## config.mk

```make
export PLATFORM = sky130hd
export DESIGN_NAME = pipe_scheduler_flat
export DESIGN_NICKNAME = d
export VERILOG_FILES = /design/src/rtl/pipe_scheduler_if.sv /design/src/rtl/pipe_scheduler.sv /design/src/flat_wrapper.sv
export SDC_FILE = /design/constraint.sdc
export NUM_CORES = 1
export LEC_CHECK = 0
export ABC_AREA = 0
export ABC_CLOCK_PERIOD_IN_PS = 3050
export BUFFER_PORTS_ARGS = -buffer_cell sky130_fd_sc_hd__buf_2
export CAP_MARGIN = 15
export CORE_ASPECT_RATIO = 2
export CORE_MARGIN = 8
export CORE_UTILIZATION = 55
export CTS_CLUSTER_DIAMETER = 30
export DETAILED_ROUTE_END_ITERATION = 7
export PLACE_DENSITY = 0.8
export SYNTH_ARGS = -nofsm -noshare
export SYNTH_HDL_FRONTEND = slang
export SYNTH_SLANG_ARGS = --single-unit
export TNS_END_PERCENT = 30
```

## constraint.sdc

```tcl
create_clock -name iClk -period 3.05 [get_ports iClk]
set_clock_uncertainty 0.2 [all_clocks]
set_input_delay 0.305 -clock iClk [delete_from_list [all_inputs] [get_ports iClk]]
set_output_delay 0.305 -clock iClk [all_outputs]
set_load 0.01 [all_outputs]
```

## src/rtl/pipe_scheduler_if.sv

```systemverilog
// pipe_scheduler_if: control, random-source handshake and pipe-state bundle of the pipe scheduler
interface pipe_scheduler_if #(
   parameter int NUM_PIPES = 3,
   parameter int X_W       = 10,
   parameter int GAP_W     = 9
);
   logic                       iStart;
   logic                       iFrame_Tick;
   logic                       iCollision;
   logic                       iRnd_Valid;
   logic [GAP_W-1:0]           iRnd_Data;
   logic                       oRnd_Req;
   logic [NUM_PIPES*X_W-1:0]   oPipe_X;
   logic [NUM_PIPES*GAP_W-1:0] oPipe_Gap;
   logic [NUM_PIPES-1:0]       oPipe_Active;
   logic                       oScore_Inc;
   logic [2:0]                 oSpeed;
   logic                       oRunning;
   logic                       oGame_Over;
   modport master (
      output iStart, iFrame_Tick, iCollision, iRnd_Valid, iRnd_Data,
      input  oRnd_Req, oPipe_X, oPipe_Gap, oPipe_Active, oScore_Inc, oSpeed, oRunning, oGame_Over
   );
   modport slave (
      input  iStart, iFrame_Tick, iCollision, iRnd_Valid, iRnd_Data,
      output oRnd_Req, oPipe_X, oPipe_Gap, oPipe_Active, oScore_Inc, oSpeed, oRunning, oGame_Over
   );
endinterface

```

## src/rtl/pipe_scheduler.sv

```systemverilog
// pipe_scheduler: spawns, scrolls and retires pipe slots, fetching gap heights from a random source
module pipe_scheduler #(
   parameter int NUM_PIPES       = 3,
   parameter int X_W             = 10,
   parameter int GAP_W           = 9,
   parameter int SCREEN_W        = 640,
   parameter int SPACING         = 220,
   parameter int GAP_MAX         = 400,
   parameter int SPEED_INIT      = 1,
   parameter int SPEED_MAX       = 7,
   parameter int SCORE_PER_SPEED = 5
) (
   input logic             iClk,
   input logic             iRst,
   pipe_scheduler_if.slave bus
);
   localparam int IDX_W = $clog2(NUM_PIPES);
   localparam int CNT_W = $clog2(SCORE_PER_SPEED + 1);
   typedef enum logic [1:0] {IDLE, RUN, SPAWN, OVER} state_t;
   state_t           state_q, state_d;
   logic [X_W-1:0]   x_q [NUM_PIPES];
   logic [X_W-1:0]   x_d [NUM_PIPES];
   logic [GAP_W-1:0] gap_q [NUM_PIPES];
   logic [GAP_W-1:0] gap_d [NUM_PIPES];
   logic [NUM_PIPES-1:0] act_q, act_d;
   logic [IDX_W-1:0] last_q, last_d;
   logic [IDX_W-1:0] free_idx;
   logic             has_free;
   logic             req_q, req_d;
   logic             inc_q, inc_d;
   logic [2:0]       spd_q, spd_d;
   logic [CNT_W-1:0] cnt_q, cnt_d;
   logic [X_W-1:0]   spd_x;
   logic [GAP_W-1:0] gap_new;
   logic             live, accept, retire, spawn_due, wrap;
   assign spd_x     = X_W'(spd_q);
   assign gap_new   = (bus.iRnd_Data > GAP_W'(GAP_MAX)) ? GAP_W'(GAP_MAX) : bus.iRnd_Data;
   assign live      = (state_q == RUN) || (state_q == SPAWN);
   assign accept    = (state_q == SPAWN) && req_q && bus.iRnd_Valid;
   assign spawn_due = has_free && ((act_q == '0) || (x_q[last_q] <= X_W'(SCREEN_W - SPACING)));
   assign wrap      = cnt_q == CNT_W'(SCORE_PER_SPEED - 1);
   // lowest-index free slot, found by scanning from the top down
   always_comb begin
      free_idx = '0;
      has_free = 1'b0;
      for (int i = NUM_PIPES - 1; i >= 0; i--)
         if (!act_q[i]) begin
            free_idx = IDX_W'(i);
            has_free = 1'b1;
         end
   end
   // next state: collision freezes everything, otherwise scroll, retire, spawn and speed-up
   always_comb begin
      state_d = state_q;
      x_d     = x_q;
      gap_d   = gap_q;
      act_d   = act_q;
      last_d  = last_q;
      req_d   = 1'b0;
      inc_d   = 1'b0;
      spd_d   = spd_q;
      cnt_d   = cnt_q;
      retire  = 1'b0;
      if (live && bus.iCollision)
         state_d = OVER;
      else if (!live) begin
         if (bus.iStart) begin
            state_d = RUN;
            x_d     = '{default: '0};
            gap_d   = '{default: '0};
            act_d   = '0;
            last_d  = '0;
            spd_d   = 3'(SPEED_INIT);
            cnt_d   = '0;
         end
      end else begin
         if (bus.iFrame_Tick)
            for (int i = 0; i < NUM_PIPES; i++)
               if (act_q[i]) begin
                  if (x_q[i] <= spd_x) begin
                     act_d[i] = 1'b0;
                     x_d[i]   = '0;
                     retire   = 1'b1;
                  end else
                     x_d[i] = x_q[i] - spd_x;
               end
         if (accept) begin
            x_d[free_idx]   = X_W'(SCREEN_W);
            gap_d[free_idx] = gap_new;
            act_d[free_idx] = 1'b1;
            last_d          = free_idx;
            state_d         = RUN;
         end else if (state_q == SPAWN)
            req_d = 1'b1;
         else if (spawn_due)
            state_d = SPAWN;
         inc_d = retire;
         if (retire) begin
            cnt_d = wrap ? '0 : cnt_q + CNT_W'(1);
            spd_d = (wrap && spd_q != 3'(SPEED_MAX)) ? spd_q + 3'd1 : spd_q;
         end
      end
   end
   // state registers with asynchronous active-low reset
   always_ff @(posedge iClk or negedge iRst) begin
      if (!iRst) begin
         state_q <= IDLE;
         x_q     <= '{default: '0};
         gap_q   <= '{default: '0};
         act_q   <= '0;
         last_q  <= '0;
         req_q   <= 1'b0;
         inc_q   <= 1'b0;
         spd_q   <= 3'(SPEED_INIT);
         cnt_q   <= '0;
      end else begin
         state_q <= state_d;
         x_q     <= x_d;
         gap_q   <= gap_d;
         act_q   <= act_d;
         last_q  <= last_d;
         req_q   <= req_d;
         inc_q   <= inc_d;
         spd_q   <= spd_d;
         cnt_q   <= cnt_d;
      end
   end
   for (genvar g = 0; g < NUM_PIPES; g++) begin : g_pack
      assign bus.oPipe_X[g*X_W +: X_W]       = x_q[g];
      assign bus.oPipe_Gap[g*GAP_W +: GAP_W] = gap_q[g];
   end
   assign bus.oPipe_Active = act_q;
   assign bus.oRnd_Req     = req_q;
   assign bus.oScore_Inc   = inc_q;
   assign bus.oSpeed       = spd_q;
   assign bus.oRunning     = live;
   assign bus.oGame_Over   = state_q == OVER;
endmodule

```

## src/flat_wrapper.sv

```systemverilog
// flat-port wrapper written by rule: the top's interface ports become plain ports
module pipe_scheduler_flat 
#(
   parameter int NUM_PIPES       = 3,
   parameter int X_W             = 10,
   parameter int GAP_W           = 9,
   parameter int SCREEN_W        = 640,
   parameter int SPACING         = 220,
   parameter int GAP_MAX         = 400,
   parameter int SPEED_INIT      = 1,
   parameter int SPEED_MAX       = 7,
   parameter int SCORE_PER_SPEED = 5
)
  (iClk, iRst, bus_iStart, bus_iFrame_Tick, bus_iCollision, bus_iRnd_Valid, bus_iRnd_Data, bus_oRnd_Req, bus_oPipe_X, bus_oPipe_Gap, bus_oPipe_Active, bus_oScore_Inc, bus_oSpeed, bus_oRunning, bus_oGame_Over);
  pipe_scheduler_if #(.NUM_PIPES(NUM_PIPES), .X_W(X_W), .GAP_W(GAP_W)) bus_i ();
  input logic iClk;
  input logic iRst;
  input wire logic [$bits(bus_i.iStart)-1:0] bus_iStart;
  input wire logic [$bits(bus_i.iFrame_Tick)-1:0] bus_iFrame_Tick;
  input wire logic [$bits(bus_i.iCollision)-1:0] bus_iCollision;
  input wire logic [$bits(bus_i.iRnd_Valid)-1:0] bus_iRnd_Valid;
  input wire logic [$bits(bus_i.iRnd_Data)-1:0] bus_iRnd_Data;
  output wire logic [$bits(bus_i.oRnd_Req)-1:0] bus_oRnd_Req;
  output wire logic [$bits(bus_i.oPipe_X)-1:0] bus_oPipe_X;
  output wire logic [$bits(bus_i.oPipe_Gap)-1:0] bus_oPipe_Gap;
  output wire logic [$bits(bus_i.oPipe_Active)-1:0] bus_oPipe_Active;
  output wire logic [$bits(bus_i.oScore_Inc)-1:0] bus_oScore_Inc;
  output wire logic [$bits(bus_i.oSpeed)-1:0] bus_oSpeed;
  output wire logic [$bits(bus_i.oRunning)-1:0] bus_oRunning;
  output wire logic [$bits(bus_i.oGame_Over)-1:0] bus_oGame_Over;
  assign bus_i.iStart = bus_iStart;
  assign bus_i.iFrame_Tick = bus_iFrame_Tick;
  assign bus_i.iCollision = bus_iCollision;
  assign bus_i.iRnd_Valid = bus_iRnd_Valid;
  assign bus_i.iRnd_Data = bus_iRnd_Data;
  assign bus_oRnd_Req = bus_i.oRnd_Req;
  assign bus_oPipe_X = bus_i.oPipe_X;
  assign bus_oPipe_Gap = bus_i.oPipe_Gap;
  assign bus_oPipe_Active = bus_i.oPipe_Active;
  assign bus_oScore_Inc = bus_i.oScore_Inc;
  assign bus_oSpeed = bus_i.oSpeed;
  assign bus_oRunning = bus_i.oRunning;
  assign bus_oGame_Over = bus_i.oGame_Over;
  pipe_scheduler #(.NUM_PIPES(NUM_PIPES), .X_W(X_W), .GAP_W(GAP_W), .SCREEN_W(SCREEN_W), .SPACING(SPACING), .GAP_MAX(GAP_MAX), .SPEED_INIT(SPEED_INIT), .SPEED_MAX(SPEED_MAX), .SCORE_PER_SPEED(SCORE_PER_SPEED)) u_core (.iClk(iClk), .iRst(iRst), .bus(bus_i));
endmodule
```

Word level (Yosys, flattened, before mapping)
Cells that the tools add are included.

Add/sub/neg operators: 5. $lt $le $gt $ge: 10. Equal/unequal tests: 10. Multiplexer cells: 75. Bitwise operators: 7. Reductions and logical operators: 17.

Operators with widths (count): 2-to-1 mux 30 bit (6); 2-to-1 mux 10 bit (9); 2-to-1 mux 27 bit (3); 2-to-1 mux 3 bit (13); less-or-equal comparator 10 x 3 -> 1 bit (3); subtractor 10 x 3 -> 10 bit (3); bitwise mux 27 bit (1); 2-to-1 mux 1 bit (25); bitwise AND 24 bit (1); 2-to-1 mux 2 bit (12); NOT 24 bit (1); binary-select mux 10 bit (select 2 bit) (1); demux 10 bit (select 2 bit) (1); demux 9 bit (select 2 bit) (1); 2-to-1 mux 9 bit (2); less-or-equal comparator 10 x 9 -> 1 bit, second input constant (1); greater-than comparator 9 bit, second input constant (1); AND reduction 3 bit (3); != test 4 bit, second input constant (2); logical AND 1 bit (7); adder 3 x 1 -> 3 bit, second input constant (2); >= comparator 3 bit, second input constant (2); != test 2 bit, second input constant (3); NOT 2 -> 3 bit (2); 17 further kinds (19).

Register bits after elaboration: 72. Input bits: 15. Output and inout port bits: 67. Logic and storage cells: 137.

Logic depth before layout (Yosys ltp)
Gate-level depths: netlist (run 1).

Word-level depth: 12. Mapped depth: 11. Depth with buffers taken out: 10.

Worst setup path before layout (run 1)
Ideal clock, no wire load.

Kind: register -> register. Start: register u_core.spd_q[0] (netlist: u_core.bus.oSpeed[0]). End: register u_core.spd_q[2] (netlist: u_core.bus.oSpeed[2]). Setup time: 0.123 ns. Data arrival time: 2.483 ns. Path slack: 0.245 ns. Cell stages (with the launch flop): 10. Path buffers: 0. Path through: dfstp_2 ha_1 inv_1 fa_1 a21oi_1 a31oi_1 or4_4 a31oi_2 mux2i_1 o2bb2ai_1.

Word-level cells in the longest chain between the ends: 12. Elaborated cells between the ends (all ways): 21. Classes of those cells: add/sub (1); order compare (3); eq/ne (3); mux (12); reduce/logical (2).

RTL lines: start, declared (line pipe_scheduler.sv:31) `logic [2:0] spd_q, spd_d;`; start signal, assigned (line pipe_scheduler.sv:114) `spd_q <= 3'(SPEED_INIT);`; start signal, assigned (line pipe_scheduler.sv:124) `spd_q <= spd_d;`; less-or-equal comparator 10 x 3 -> 1 bit (line pipe_scheduler.sv:80) `if (x_q[i] <= spd_x) begin`; 2-to-1 mux 1 bit (line pipe_scheduler.sv:80); 2-to-1 mux 1 bit (line pipe_scheduler.sv:79) `if (act_q[i]) begin`; 2-to-1 mux 1 bit (line pipe_scheduler.sv:80); 2-to-1 mux 1 bit (line pipe_scheduler.sv:79); 2-to-1 mux 1 bit (line pipe_scheduler.sv:80); 2-to-1 mux 1 bit (line pipe_scheduler.sv:79); 2-to-1 mux 1 bit (line pipe_scheduler.sv:77) `if (bus.iFrame_Tick)`; 2-to-1 mux 1 bit (line pipe_scheduler.sv:66) `else if (!live) begin`; 2-to-1 mux 1 bit (line pipe_scheduler.sv:64) `if (live && bus.iCollision)`; != test 2 bit (no source line); AND reduction 4 bit (no source line).

Several ways; a longest one is shown, not always the timed one. The select of a mux whose other input is x is not followed. A chain may end at the register's enable or synchronous reset.

Worst setup path after layout (run 1)
Start: register u_core.spd_q[0] (netlist: u_core.bus.oSpeed[0]). End: register u_core.x_q, in the netlist u_core.bus.oPipe_X[26].

Word-level cells in the longest chain between the ends: 9. Elaborated cells between the ends (all ways): 10. Classes of those cells: add/sub (1); order compare (1); mux (7); bitwise (1).

RTL lines: subtractor 10 x 3 -> 10 bit / less-or-equal comparator 10 x 3 -> 1 bit (equally long branches) (line pipe_scheduler.sv:85, pipe_scheduler.sv:80); 2-to-1 mux 10 bit * (line pipe_scheduler.sv:80); 2-to-1 mux 10 bit * (line pipe_scheduler.sv:79); 2-to-1 mux 30 bit * (line pipe_scheduler.sv:77); 2-to-1 mux 30 bit * (line pipe_scheduler.sv:66); 2-to-1 mux 30 bit * (line pipe_scheduler.sv:64); bitwise AND 24 bit (no source line); 2-to-1 mux 30 bit * (line pipe_scheduler.sv:87) `if (accept) begin`; 2-to-1 mux 30 bit * (line pipe_scheduler.sv:66); end signal, assigned (line pipe_scheduler.sv:108) `x_q <= '{default: '0};`; end signal, assigned (line pipe_scheduler.sv:118) `x_q <= x_d;`; end, declared (line pipe_scheduler.sv:21) `logic [X_W-1:0] x_q [NUM_PIPES];`.

Every way passes the cells marked *; elsewhere a longest branch is shown, timed or not. The select of a mux whose other input is x is not followed.

==> flow_metrics.py, run 1 <==
metrics = {
    "outcome": {
        "status": "completed",
    },
    "drt": {
        "drtIter0Drc": 244,
        "vias_per_cell": 5.977,
        "postRouteAntennaNets": 0,
        "dr.pass1.iters": 5,
        "wl_um": 10990,
        "drc": 0,
        "via_count": 3670,
        "wl_per_cell_um": 17.91,
    },
    "placed_design": {
        "port_buffers": 81,
        "placed_area_sq_mm": 0.004578,
        "place_congestion": 0.9405,
        "hpwl_um": 8057,
    },
    "setup_path": {
        "slowest_stage": "or4b_2",
        "ff2ff_path_depth": 8,
        "path_cells": "ha_1, inv_1, fa_1, a21oi_2, or4b_2, nor2b_1, o21ai_0, o31ai_1",
        "critical_path.top_delay_family": "simple AND/OR/NAND/NOR gates",
        "critPathKind": "register to register",
        "crit_cells": 8,
        "crit_buf_inv": 1,
        "cp.arrival_ns": 2.99,
        "start_kind": "register",
        "end_kind": "register",
        "path_max_fanout": 7,
        "slowest_delay_ns": 0.65,
        "cp.required_ns": 3.06,
    },
    "clocking": {
        "clockRootBuffer": "clkbuf_16",
        "cts-htree-levels": 3,
        "clock_latency_ns": 0.34,
        "numCtsBuffers": 9,
        "clk_pin_slew_worst_paths_ns": 0.06,
        "clockBufferDepth": 2,
        "cts.sinks": 72,
        "cts_tree": "built",
    },
    "synthesis": {
        "async_flop_share_pct": 100.0,
        "ys_top_cells_by_count": "71 x dfrtp_1, 53 x o21ai_0, 51 x nand2_1, 23 x nor2_1",
        "synth_top_area_cell": "dfrtp_1",
        "yosysSeqAreaShare_pct": 44.77,
        "synth.net_count": 461,
        "synth_most_common_cell": "dfrtp_1",
        "synth_top_area_share_pct": 44.11,
        "synth_ff_type": "dfrtp_1",
        "syn_area_sq_mm": 0.004028,
        "synth_seq_cells": 72,
        "synth_cell_types": 60,
        "synth_edf_count": 0,
        "ys_warn_count": 0,
        "avgSynthCellArea_sq_um": 9.410,
        "ys_top_cells_by_area": "dfrtp_1 44%, o21ai_0 6.6%, nand2_1 4.8%",
        "synthCells": 428,
    },
    "finish": {
        "finalCoreUtilization_pct": 69.34,
        "finalInstanceArea_sq_mm": 0.004962,
        "antenna_cells": 0,
        "drive_gt1_share_pct": 23.56,
        "area_growth_pct": 23.21,
        "nets": 550,
    },
    "timing": {
        "clock.fmax_ghz": 0.3354,
        "relSlewSlack_pct": 51.07,
        "hold_viol": 0,
        "period_needed_ns": 2.982,
        "rsz0062_at_grt": "yes",
        "tightest_slew_ns": 0.7290,
        "finalCritPeriodShare_pct": 97.76,
        "slew_viol_final": 0,
        "setup_viol": 0,
    },
    "power_and_ir_drop": {
        "p_leak_nw": 2.413,
        "power_density_mw_per_mm2": 674.8,
        "ir_worst_vdd_uv": 432.8,
    },
    "global_routing": {
        "grt_usage_pct": 21.33,
        "grt_pass1_wl_um": 17880,
        "busiest_layer": "met2",
        "grtUsageMet3_pct": 5.066,
        "grt_antenna_before_repair": 0,
        "grtUsageMet2_pct": 33.92,
        "grt_pass1_vias": 3613,
        "met1_usage_pct": 26.33,
        "overflow": 0,
        "grt_start_max_net_pins": 43,
    },
    "job": {
        "drv_cap": 0,
    },
    "die": {
        "core_sq_mm": 0.007157,
        "start_util_pct": 56.28,
        "rows": 44,
        "num_io_pins": 82,
        "die_x_um": 76.51,
        "die_y_um": 137.0,
        "die-area_sq_mm": 0.01048,
    },
    "hold_path": {
        "hold_class": "input pin to register",
        "worstHoldPathCells": 2,
    },
}
-- through the flow --
stage	total power [mW]	TNS, ns	setup slack (ns)	hold slack, ns	cells
global route	3.512	-0.1099	-0.05296	0.02604	614
detailed placement	2.115	0	0.08394	0.2033	595
CTS	3.343	0	0.06199	0.01762	613
finish	3.349	0	0.06841	0.02541	614
floorplan	1.766	0	0.2449	-0.1906	428
global placement	2.097	0	0.1389	0.1951	595
-- placed cells by master, fill, tap and decap left out, types with 6 or more instances in the layout --
master and n:
nor2b_1 9, buf_4 12, mux2i_1 6, nor2_1 23, dfrtp_1 71, buf_2 81, a21oi_1 11, nor3_1 8
o21ai_0 53, nand2b_1 8, ha_1 15, a22o_1 19, or3_1 6, nand3_1 19, nand2_1 51, inv_1 17
o31ai_1 8, clkbuf_16 9, nor4_1 7
-- timing repair --
action / in CTS / in global routing
hold endpoints to repair: 30 / 0
endpoints found under the setup margin: 0 / 7
hold buffers: 2 / 0
gates resized for setup: 0 / 3
setup buffers: 0 / 1
-- flip-flops by register name, indices dropped and copies added, names as in the netlist --
signal / flops
u_core.bus.oScore_Inc: 1
u_core.state_q: 2
u_core.bus.oRnd_Req: 1
u_core.bus.oPipe_Gap: 27
u_core.bus.oPipe_Active: 3
u_core.last_q: 2
u_core.cnt_q: 3
u_core.bus.oPipe_X: 30
u_core.bus.oSpeed: 3
-- power breakdown --
group	internal, mW	switching [mW]	total (mW)	leakage [nW]
registers	1.00	0.0584	1.06	0.996
clock network	0.804	0.419	1.22	0.167
logic	0.353	0.709	1.06	1.25
total	2.16	1.19	3.35	2.41
-- layer usage --
layer	up-vias	routed length, um
met2	142	5221
met1	1749	4662
li1	1750	-
met5	-	0
met3	29	709
met4	0	401
-- final cells by class --
type | instances | area [sq um]
Fill cell | 593 | 2195
Multi-Input combinational cell | 321 | 2100
Sequential cell | 72 | 1803
Timing Repair Buffer | 96 | 535.5
Clock buffer | 10 | 229.0
Clock inverter | 6 | 116.4
Tap cell | 92 | 115.1
Inverter | 17 | 63.81
-- path summary, 6_finish.rpt --
path,end,slack [ns],from
setup / recovery,u_core.bus.oPipe_X[26],0.07,u_core.bus.oSpeed[0]
hold / removal,u_core.bus.oPipe_Gap[6],0.03,bus_iRnd_Data[6]
setup reg to reg,u_core.bus.oPipe_X[26],0.07,u_core.bus.oSpeed[0]
hold reg to reg,u_core.bus.oPipe_Gap[16],0.30,u_core.bus.oPipe_Gap[16]
max in group asynchronous,u_core.bus.oPipe_X[29],1.62,iRst
min in group asynchronous,u_core.bus.oSpeed[1],0.37,iRst
-- kinds of logic after synthesis --
group	synth area share [%]
compound gates	22.68
xor+xnor	1.740
fa+ha+maj	6.151
buf+inv	3.386
flops	44.77
mux	1.491
simple gates	19.79
No activity file was read; power rests on OpenSTA's default activity.
==> run 2, diff against run 1 <==
==> constraint.sdc (replaced) <==
create_clock -name iClk -period 3.05 [get_ports iClk]
set_clock_uncertainty 0.2 [all_clocks]
set_input_delay 0.61 -clock iClk [delete_from_list [all_inputs] [get_ports iClk]]
set_output_delay 0.61 -clock iClk [all_outputs]
set_load 0.01 [all_outputs]
==> run 2 against run 1 <==
Compared with the run above: die area stayed put; sequential share of layout area is 0.34 points higher; final cell count is 0.16% lower; largest cell class unchanged.
==> flow_metrics.py, run 2 (synthesized netlist as in run 1, its figures left out) <==
metrics = {
    "global_routing": {
        "grt_antenna_before_repair": 0,
        "met1_usage_pct": 26.41,
        "grt_start_max_net_pins": 73,
        "overflow": 0,
        "grt_pass1_wl_um": 18110,
        "busiest_layer": "met2",
        "grtUsageMet3_pct": 5.329,
        "grtUsageMet2_pct": 34.45,
        "grt_usage_pct": 21.57,
        "grt_pass1_vias": 3601,
    },
    "timing": {
        "setup_tns_ns": 0,
        "relSlewSlack_pct": 48.60,
        "hold_viol": 0,
        "finalCritPeriodShare_pct": 94.84,
        "rsz0062_at_grt": "yes",
        "worst_slack_ns": 0.1574,
        "setup_viol": 0,
        "slew_viol_final": 0,
        "tightest_slew_ns": 0.7702,
        "clock.fmax_ghz": 0.3457,
        "period_needed_ns": 2.893,
    },
    "die": {
        "start_util_pct": 56.28,
        "num_io_pins": 82,
        "rows": 44,
        "die_x_um": 76.51,
        "die_y_um": 137.0,
        "die-area_sq_mm": 0.01048,
        "core_sq_mm": 0.007157,
    },
    "placed_design": {
        "port_buffers": 81,
        "dp_cells": 595,
        "dp_slack_ns": 0.1001,
        "hpwl_um": 8043,
        "place_congestion": 0.9469,
    },
    "setup_path": {
        "start_kind": "register",
        "path_max_fanout": 5,
        "cp.arrival_ns": 2.90,
        "end_kind": "register",
        "critPathKind": "register to register",
        "cp.required_ns": 3.06,
    },
    "clocking": {
        "numCtsBuffers": 9,
        "cts-htree-levels": 3,
        "cts_tree": "built",
        "cts.sinks": 72,
        "clockRootBuffer": "clkbuf_16",
        "clk_pin_slew_worst_paths_ns": 0.06,
        "clockBufferDepth": 2,
        "cts_hold_buffers": 0,
        "clock_latency_ns": 0.34,
    },
    "drt": {
        "vias_per_cell": 6.020,
        "wl_um": 11160,
        "drc": 0,
        "via_count": 3690,
        "dr.pass1.iters": 4,
        "wl_per_cell_um": 18.20,
        "drtIter0Drc": 172,
        "postRouteAntennaNets": 0,
    },
    "power_and_ir_drop": {
        "pwr-share-seq_pct": 33.0,
        "p_int_mw": 2.024,
        "p_switching_mw": 1.189,
        "p_leak_nw": 2.387,
        "power_density_mw_per_mm2": 653.7,
        "p_clk_share_pct": 33.3,
        "comb_power_share_pct": 33.8,
        "swShare_pct": 37.01,
        "ir_worst_vdd_uv": 419.0,
    },
    "finish": {
        "final_cells": 613,
        "fillers": 599,
        "area_growth_pct": 22.06,
        "largest_reg_flops": 30,
        "final_cell_mix": "81 x buf_2, 71 x dfrtp_1, 53 x o21ai_0, 51 x nand2_1, 23 x nor2_1",
        "drive_gt1_share_pct": 23.80,
        "antenna_cells": 0,
        "nets": 549,
        "layout_commonest_cell": "buf_2",
    },
    "hold_path": {
        "hold_class": "input pin to asynchronous set/reset pin",
    },
    "job": {
        "drv_cap": 0,
    },
    "outcome": {
        "status": "completed",
    },
}
run 2: final cells by class:
cell class              count  area (sq um)  share of cell area, %
multi-input cells         321          2105                  42.81
well taps                  92         115.1                  2.342
clock inverters             6         67.56                  1.374
flip-flops and latches     72          1803                  36.68
inverters                  17         63.81                  1.298
clock buffers              10         239.0                  4.861
repair buffers             95         523.0                  10.64
run 2: per-stage QoR:
stage / hold WS, ns / cell area, sq um / util, % / power (mW)
2_1_floorplan: 0.1144 / 4028 / - / 1.766
3_3_place_gp: 0.2634 / 4578 / 63.97 / 2.104
3_5_place_dp: 0.2692 / 4578 / 63.97 / 2.127
4_1_cts: 0.1000 / 4885 / 68.25 / 3.206
5_1_grt: 0.1131 / 4916 / 68.69 / 3.376
6_report: 0.07189 / 4916 / 68.69 / 3.214
run 2: layer usage:
metal	wire length, um	vias to the layer above	part of all wire, %
li1	-	1751	-
met1	4716	1766	42
met2	5389	145	48
met3	695	28	6.2
met4	357	0	3.2
met5	0	-	0
run 2: worst max-delay path, cell delays in order (launching register included):
cell     delay, ns
dfstp_2       0.58
ha_1          0.19
inv_1         0.06
fa_1          0.41
a21oi_1       0.23
or4b_2        0.66
nor3_2        0.18
o21ai_0       0.10
nand2_1       0.08
o21ai_0       0.07
run 2: worst paths after layout:
check	from	endpoint	slack (ns)	cells past startpoint
min	iRst	u_core.bus.oPipe_X[14]	0.07	2
max in group asynchronous	iRst	u_core.bus.oPipe_X[18]	2.25	2
min in group iClk	u_core.bus.oPipe_Gap[17]	u_core.bus.oPipe_Gap[17]	0.29	2
max reg2reg	u_core.bus.oSpeed[0]	u_core.bus.oPipe_X[28]	0.16	9
max	u_core.bus.oSpeed[0]	u_core.bus.oPipe_X[28]	0.16	9
min reg2reg	u_core.bus.oPipe_Gap[17]	u_core.bus.oPipe_Gap[17]	0.29	2
run 2: power by group through the flow:
stage / combinational [mW] / clock (mW) / sequential (mW)
after floorplan: 0.688 / 0 / 1.08
after global placement: 1.03 / 0 / 1.08
after detailed placement: 1.05 / 0 / 1.08
after CTS: 1.06 / 1.09 / 1.06
after global routing: 1.19 / 1.12 / 1.07
final: 1.09 / 1.07 / 1.06
run 2: what timing repair did:
action	in CTS	in global routing
setup buffers	0	2
gates resized for setup	0	3
endpoints found under the setup margin	0	6
==> run 3, diff against run 2 <==
--- a/config.mk
+++ b/config.mk
@@ -7,14 +7,14 @@
 export LEC_CHECK = 0
 export ABC_AREA = 0
 export ABC_CLOCK_PERIOD_IN_PS = 3050
-export BUFFER_PORTS_ARGS = -buffer_cell sky130_fd_sc_hd__buf_2
+export BUFFER_PORTS_ARGS = -buffer_cell sky130_fd_sc_hd__buf_4
 export CAP_MARGIN = 15
 export CORE_ASPECT_RATIO = 2
 export CORE_MARGIN = 8
 export CORE_UTILIZATION = 55
 export CTS_CLUSTER_DIAMETER = 30
 export DETAILED_ROUTE_END_ITERATION = 7
-export PLACE_DENSITY = 0.8
+export PLACE_DENSITY = 0.87
 export SYNTH_ARGS = -nofsm -noshare
 export SYNTH_HDL_FRONTEND = slang
 export SYNTH_SLANG_ARGS = --single-unit
==> run 3 against run 2 <==
Compared with the run above: die area did not move; largest cell class unchanged; non-clock buffer count fell by 6; maximum frequency fell by 0.97%; via count rose by 2.4%; power fell by 0.64%; highest routed layer unchanged; routed wire length fell by 0.73%; sequential power barely moved; global-route usage fell by 0.16 points; register-to-register slack got worse by 0.03 ns; design area rose by 2.7%; final cell count fell by 1.1%; largest power group unchanged.
==> flow_metrics.py, run 3 (synthesized netlist as in run 1, its figures left out) <==
metrics = {
    "outcome": {
        "status": "completed",
    },
    "global_routing": {
        "grt_pass1_wl_um": 18210,
        "grt_usage_pct": 21.40,
        "grt_antenna_before_repair": 0,
        "grt_pass1_vias": 3711,
        "overflow": 0,
        "grt_start_max_net_pins": 73,
    },
    "finish": {
        "area_growth_pct": 25.38,
        "multi_input_comb_area_sq_mm": 0.002105,
        "layout_commonest_cell": "buf_4",
        "nets": 543,
        "final_cell_mix": "89 x buf_4, 71 x dfrtp_1, 53 x o21ai_0, 51 x nand2_1, 23 x nor2_1",
        "finalInstanceArea_sq_mm": 0.005050,
        "fillers": 564,
        "seqCellArea_sq_mm": 0.001803,
        "largest_reg_flops": 30,
        "antenna_cells": 0,
        "final_cells": 606,
        "drive_gt1_share_pct": 22.76,
    },
    "timing": {
        "tightest_slew_ns": 0.8875,
        "setup_viol": 0,
        "finalCritPeriodShare_pct": 95.77,
        "clock.fmax_ghz": 0.3423,
        "setup_tns_ns": 0,
        "period_needed_ns": 2.921,
        "slew_viol_final": 0,
        "relSlewSlack_pct": 40.83,
        "worst_slack_ns": 0.1290,
        "hold_viol": 0,
        "rsz0062_at_grt": "yes",
    },
    "die": {
        "num_io_pins": 82,
        "start_util_pct": 56.28,
        "die_y_um": 137.0,
        "core_sq_mm": 0.007157,
        "die_x_um": 76.51,
        "rows": 44,
        "die-area_sq_mm": 0.01048,
    },
    "setup_path": {
        "end_kind": "register",
        "critical_path.top_delay_family": "simple AND/OR/NAND/NOR gates",
        "critPathKind": "register to register",
        "path_max_fanout": 7,
        "cp.arrival_ns": 2.93,
        "slowest_stage": "or4b_2",
        "path_cells": "ha_1, inv_1, fa_1, a21oi_1, or4b_2, nor3_2, o21ai_0, nand2_1, o21ai_0",
        "slowest_delay_ns": 0.65,
        "critPathMostFrequentCell": "o21ai_0",
        "cp.required_ns": 3.06,
        "start_kind": "register",
        "crit_buf_inv": 1,
    },
    "clocking": {
        "numCtsBuffers": 9,
        "clock_latency_ns": 0.34,
        "cts_hold_buffers": 0,
        "clockBufferDepth": 2,
        "cts_resized": 0,
        "cts_tree": "built",
        "clk_pin_slew_worst_paths_ns": 0.06,
        "cts.sinks": 72,
        "cts-htree-levels": 3,
        "clockRootBuffer": "clkbuf_16",
        "post_cts.repair.setup_buffers": 0,
    },
    "placed_design": {
        "place_congestion": 0.9601,
        "placed_area_sq_mm": 0.004738,
        "hpwl_um": 8135,
        "dp_cells": 591,
        "dp_slack_ns": 0.09351,
        "port_buffers": 81,
    },
    "hold_path": {
        "hold_class": "input pin to asynchronous set/reset pin",
    },
    "drt": {
        "drtIter0Drc": 331,
        "postRouteAntennaNets": 0,
        "drc": 0,
        "vias_per_cell": 6.236,
        "dr.pass1.iters": 4,
        "via_count": 3779,
        "wl_um": 11080,
        "wl_per_cell_um": 18.28,
    },
    "power_and_ir_drop": {
        "power_density_mw_per_mm2": 632.3,
        "ir_worst_vdd_uv": 416.6,
        "p_leak_nw": 2.350,
    },
    "job": {
        "drv_cap": 0,
    },
}
## run 3: metal layers
layer,share of wire (%),track usage (%)
met3,6.6,5.395
met2,48,33.97
met4,3.3,11.10
met5,0,0
met1,42,26.29
## run 3: power breakdown
part	internal [mW]	switching [mW]	leakage (nW)
logic	0.374	0.712	1.22
registers	1.00	0.0611	0.996
clock network	0.632	0.409	0.134
## run 3: layout make-up
cell class | count | area share [%]
well taps | 92 | 2.279
multi-input cells | 321 | 41.67
clock inverters | 6 | 1.388
clock buffers | 9 | 4.460
flip-flops and latches | 72 | 35.70
inverters | 17 | 1.264
repair buffers | 89 | 13.23
## run 3: per-stage QoR
step                total power [mW]  hold WS, ns  util, %
finish                         3.193       0.1908    70.56
global route                   3.367       0.2658    70.56
CTS                            3.183       0.2291    70.33
detailed placement             2.137       0.2884    66.21
global placement               2.115       0.2653    66.21
floorplan                      1.766       0.1144        -
## run 3: worst paths after layout
check                      slack (ns)  cells after the start                       end                startpoint
min                              0.19                      1     u_core.bus.oScore_Inc                      iRst
min in group iClk                0.28                      2       u_core.bus.oRnd_Req            bus_iCollision
max reg2reg                      0.13                      9    u_core.bus.oPipe_X[28]      u_core.bus.oSpeed[0]
min reg2reg                      0.30                      2  u_core.bus.oPipe_Gap[17]  u_core.bus.oPipe_Gap[17]
max                              0.13                      9    u_core.bus.oPipe_X[28]      u_core.bus.oSpeed[0]
max in group asynchronous        1.87                      1  u_core.bus.oPipe_Gap[13]                      iRst
